<file path="config.mk">
export PLATFORM = sky130hd
export DESIGN_NAME = mux_reg_sel
export DESIGN_NICKNAME = d
export VERILOG_FILES = /design/src/rtl/mux_reg_sel.sv
export SDC_FILE = /design/constraint.sdc
export NUM_CORES = 1
export LEC_CHECK = 0
export ABC_AREA = 1
export BUFFER_PORTS_ARGS = -buffer_cell sky130_fd_sc_hd__buf_4
export CORE_ASPECT_RATIO = 0.9
export CORE_MARGIN = 10
export CORE_UTILIZATION = 50
export CTS_CLUSTER_SIZE = 14
export DETAILED_ROUTE_END_ITERATION = 10
export PLACE_DENSITY = 0.85
export SLEW_MARGIN = 20
export SYNTH_ARGS = -nofsm -noshare
export SYNTH_HDL_FRONTEND = slang
export SYNTH_SLANG_ARGS = --single-unit
export TNS_END_PERCENT = 10
</file>
<file path="constraint.sdc">
create_clock -name clk -period 3.25 [get_ports clk]
set_input_delay 0.1625 -clock clk [delete_from_list [all_inputs] [get_ports clk]]
set_output_delay 0.1625 -clock clk [all_outputs]
set_load 0.005 [all_outputs]
</file>
<file path="src/rtl/mux_reg_sel.sv">
// mux_reg_sel: W-bit, 2**SEL_W-channel multiplexer with a registered output
// and a valid/ready output handshake.
//
// Channel selection is either direct (sel) or scan, where a round-robin
// pointer walks the channels enabled in ch_en.
//
// Ports:
//   clk        rising-edge clock
//   rst_n      asynchronous reset, active low
//   din        flattened channel data; channel k = din[k*WIDTH +: WIDTH]
//   sel        channel index used in direct mode
//   mode       0 = direct, 1 = scan
//   ch_en      scan-mode channel enable mask
//   req        request to capture one sample
//   in_ready   a capture is possible this cycle (combinational)
//   out_valid  dout/dout_ch hold a sample
//   out_ready  consumer takes the sample this cycle
//   dout       captured data
//   dout_ch    index of the channel dout came from
module mux_reg_sel #(
  parameter int WIDTH = 4,
  parameter int SEL_W = 3
) (
  input  logic                        clk,
  input  logic                        rst_n,
  input  logic [(2**SEL_W)*WIDTH-1:0] din,
  input  logic [SEL_W-1:0]            sel,
  input  logic                        mode,
  input  logic [(2**SEL_W)-1:0]       ch_en,
  input  logic                        req,
  output logic                        in_ready,
  output logic                        out_valid,
  input  logic                        out_ready,
  output logic [WIDTH-1:0]            dout,
  output logic [SEL_W-1:0]            dout_ch
);

  localparam int CHANNELS = 2**SEL_W;

  logic [CHANNELS-1:0][WIDTH-1:0] ch_data;
  logic [SEL_W-1:0]               ptr;
  logic [SEL_W-1:0]               cand;
  logic [SEL_W-1:0]               scan_idx;
  logic                           scan_hit;
  logic [SEL_W-1:0]               pick;
  logic                           accept;

  assign ch_data = din;

  // Round-robin search starting at ptr. The index arithmetic is SEL_W bits
  // wide, so it wraps at CHANNELS on its own.
  always_comb begin
    scan_hit = 1'b0;
    scan_idx = ptr;
    cand     = ptr;
    for (int i = 0; i < CHANNELS; i++) begin
      cand = ptr + SEL_W'(i);
      if (!scan_hit && ch_en[cand]) begin
        scan_hit = 1'b1;
        scan_idx = cand;
      end
    end
  end

  // The output slot is free when empty or being drained this cycle; scan
  // mode with an empty mask can never produce a sample.
  assign in_ready = (!out_valid || out_ready) && (!mode || (|ch_en));
  assign accept   = req && in_ready;
  assign pick     = mode ? scan_idx : sel;

  always_ff @(posedge clk or negedge rst_n) begin
    if (!rst_n) begin
      out_valid <= 1'b0;
      dout      <= '0;
      dout_ch   <= '0;
      ptr       <= '0;
    end else if (accept) begin
      out_valid <= 1'b1;
      dout      <= ch_data[pick];
      dout_ch   <= pick;
      if (mode) ptr <= scan_idx + 1'b1;
    end else if (out_ready) begin
      // Data is left in place after the consumer takes it.
      out_valid <= 1'b0;
    end
  end

endmodule

</file>
==> flow_metrics.env <==
export IMPL_status="finished, final reports clean"
export IMPL_arrival_ns=3.04
export IMPL_finalWeightedCongestion=0.923
export IMPL_grt_pass1_wl_um=8460
export IMPL_cpMaxStageDelayCell="dfrtp_1"
export IMPL_synth_seq_cells=11
export IMPL_crit_required_ns=3.37
export IMPL_postCtsSetupBuffers=0
export IMPL_endpoint="dout[3]"
export IMPL_initial_core_util=0.529
export IMPL_p_sw_mw=1.55
export IMPL_core_area_mm2=0.00311
export IMPL_cts_tree="done"
export IMPL_synthesis_area_mm2=0.00165
export IMPL_slew_headroom=0.712
export IMPL_finalMaxSlewViolations=0
export IMPL_clk_latency_ns=0.25
export IMPL_cts_sinks=11
export IMPL_drtAntennaViolNets=0
export IMPL_power_leakage_nw=1.28
export IMPL_syn2layout_area_growth_pct=31.5
export IMPL_slowest_delay_ns=0.41
export IMPL_maxCapViolCount=0
export IMPL_die_area_mm2=0.00599
export IMPL_cp_common_cell="nand2_1"
export IMPL_portBuffers=56
export IMPL_reg2reg_depth=22
export IMPL_grt_ovfl_total=0
export IMPL_drive_above_1_share=0.236
export IMPL_antenna_found_initial=0
export IMPL_synth_largest_area_cell="nand2_1"
export IMPL_totalNegativeSetupSlack_ns=0
export IMPL_die_x_um=80.5
export IMPL_layout_common_cells="nand2_1, buf_4, nand3_1"
export IMPL_grt_max_degree=18
export IMPL_seqPwrFrac=0.097
export IMPL_dr_pass1_iters=5
export IMPL_p_int_mw=1.03
export IMPL_start_kind="flip-flop"
export IMPL_drcViolationCount=0
export IMPL_place_inst=401
export IMPL_crit_type="reg -> reg"
export IMPL_pwr_share_comb=0.848
export IMPL_nNetsFinal=416
export IMPL_routedWlPerCell_um=12.7
export IMPL_worst_pin_slew_ns=0.431
export IMPL_grt_pass1_vias=1932
export IMPL_worstPathCellList="inv_4 > ha_2 > inv_2 > nand3_1 > nand3_2 > nand2_4 > nor2_4 > nand3_1 > nand2_1 > nand2_1 > nand2_1 > nand2_1 > nand2_1 > nand3_2 > nand2_4 > inv_1 > nand2_1 > nand2_1 > nand2_1 > nand2_1 > nand2_1 > nand3_1"
export IMPL_ir_drop_uv=552
export IMPL_r2r_end="dout[3]"
export IMPL_cts_root_buffer="clkbuf_8"
export IMPL_synth_cell_type_count=26
export IMPL_ff_latch_area_um2=275
export IMPL_startpoint="ptr[0]"
export IMPL_dp_hpwl_um=4310
export IMPL_switching_share=0.601
export IMPL_multi_input_area_mm2=0.00124
export IMPL_path_max_fanout=17
export IMPL_fillers=294
export IMPL_power_density_mw_per_mm2=1190
export IMPL_cts_htree_levels=1
export IMPL_grt_usage=0.167
export IMPL_min_period_ns=2.91
export IMPL_timing_reg2reg_setup_slack_ns=0.34
export IMPL_p_total_mw=2.58
export IMPL_setup_viol=0
export IMPL_yosysTopAreaCellShare=0.381
export IMPL_yosysWarnings=0
export IMPL_endpoint_kind="flip-flop"
export IMPL_antennaDiodeCount=0
export IMPL_fmax_mhz=343
export IMPL_viasPerCell=5.20
export IMPL_p_clk_frac=0.055
export IMPL_synth_fp_nets=357
export IMPL_routed_wl_um=5140
export IMPL_avgSynthCellArea_um2=5.38
export IMPL_seq_area_frac_synth=0.167
export IMPL_holdCritPathClass="in -> reg"
export IMPL_clkSlewWorstSetupHoldPaths_ns=0.06
export IMPL_numCtsBuffers=3
export IMPL_period_share=0.897
export IMPL_finClkSkew_ns=0.00879
export IMPL_hold_violations=0
export IMPL_final_util=0.695
export IMPL_worstReg2RegStart="ptr[0]"
export IMPL_num_rows=19
export IMPL_synth_area_leaders="nand2_1, dfrtp_1, nand3_1"
export IMPL_first_iter_violations=195
export IMPL_final_common_cell="nand2_1"
export IMPL_clockBufferDepth=2
export IMPL_chipHeight_um=74.4
export IMPL_final_cells=406
export IMPL_io_pins=57
export IMPL_syn_inst=306
export IMPL_num_vias=2110
export IMPL_rsz0062_at_grt="false"
==> area by class of cell <==
cell class	instances	area share
sequential	11	0.127
multi-input combinational	266	0.574
timing repair buffer	62	0.216
inverter	21	0.0376
tap	42	0.0243
clock buffer	4	0.0208
==> worst max-delay path, delay by kind of cell (launching register included) <==
family	cells	cell delay (ns)
DFF	1	0.41
adders and majority gates	1	0.33
buffers and inverters	3	0.37
and+or+nand+nor	18	1.67
==> cells in the mapped netlist <==
| master | instances |
|---|---|
| nand2_1 | 167 |
| nand3_1 | 48 |
| inv_1 | 18 |
| dfrtp_1 | 11 |
| o21ai_0 | 10 |
| nor2_1 | 8 |
| nand3_2 | 6 |
| nand4_1 | 4 |
| buf_2 | 3 |
| ha_1 | 3 |
| nand2_2 | 3 |
| nor2_4 | 3 |
| a31oi_1 | 2 |
| buf_6 | 2 |
| clkbuf_1 | 2 |
| inv_2 | 2 |
| nand2_4 | 2 |
| or2_2 | 2 |
| xnor2_1 | 2 |
| xor2_1 | 2 |
| buf_4 | 1 |
| clkinv_1 | 1 |
| nand4_2 | 1 |
| nor3_1 | 1 |
| nor4_1 | 1 |
| o21bai_2 | 1 |
==> cells by family after synthesis <==
family	count (synthesis)	share of synthesized area
AND/OR/NAND/NOR	246	0.664
XOR/XNOR	4	0.0213
flip-flops	11	0.167
adder cells (fa/ha/maj)	3	0.0228
AO/OA/AOI/OAI	13	0.0448
buffers and inverters	29	0.0798
==> flip-flops by register name, indices dropped and copies added (netlist names) <==
| register | count |
|---|---|
| dout | 4 |
| dout_ch | 3 |
| out_valid | 1 |
| ptr | 3 |
==> worst min path at each step <==
| stage | cells past startpoint | slack, ns | startpoint | end |
|---|---|---|---|---|
| floorplan | 0 | -0.13 | rst_n | dout[0] |
| global placement | 1 | -0.0004 | rst_n | dout_ch[0] |
| detailed placement | 1 | 0.002 | rst_n | dout_ch[0] |
| CTS | 2 | 0.12 | out_ready | out_valid |
| global route | 2 | 0.12 | out_ready | out_valid |
| finish | 2 | 0.11 | out_ready | out_valid |
==> power groups by stage <==
| stage | registers (mW) | logic [mW] | clock network (mW) |
|---|---|---|---|
| 6_report | 0.250 | 2.18 | 0.142 |
| 5_1_grt | 0.257 | 2.49 | 0.147 |
| 4_1_cts | 0.245 | 2.15 | 0.140 |
| 3_5_place_dp | 0.245 | 2.13 | 0 |
| 3_3_place_gp | 0.243 | 2.11 | 0 |
| 2_1_floorplan | 0.235 | 1.66 | 0 |
==> per-layer routing <==
| layer | track usage | share of wire | vias up | wire length (um) |
|---|---|---|---|---|
| met2 | 0.246 | 0.42 | 101 | 2140 |
| met1 | 0.241 | 0.49 | 905 | 2510 |
| met4 | 0.0488 | 0.013 | 0 | 65 |
| li1 | - | - | 1097 | - |
| met3 | 0.0277 | 0.082 | 7 | 422 |
| met5 | 0 | 0 | - | 0 |
==> timing repair <==
action                                  CTS  global route
gates resized for setup                   0             3
endpoints found under the setup margin    0             4
hold buffers                              1             0
hold endpoints to repair                 11             0
==> through the flow <==
stage / hold WS [ns] / area (um^2) / worst slack [ns]
6_report: 0.110 / 2160 / 0.335
5_1_grt: 0.125 / 2160 / 0.0204
4_1_cts: 0.121 / 2160 / 0.272
3_5_place_dp: 0.00188 / 2100 / 0.294
3_3_place_gp: -0.000442 / 2100 / 0.378
2_1_floorplan: -0.133 / 1650 / 0.449
No activity file was read; power rests on OpenSTA's default activity.
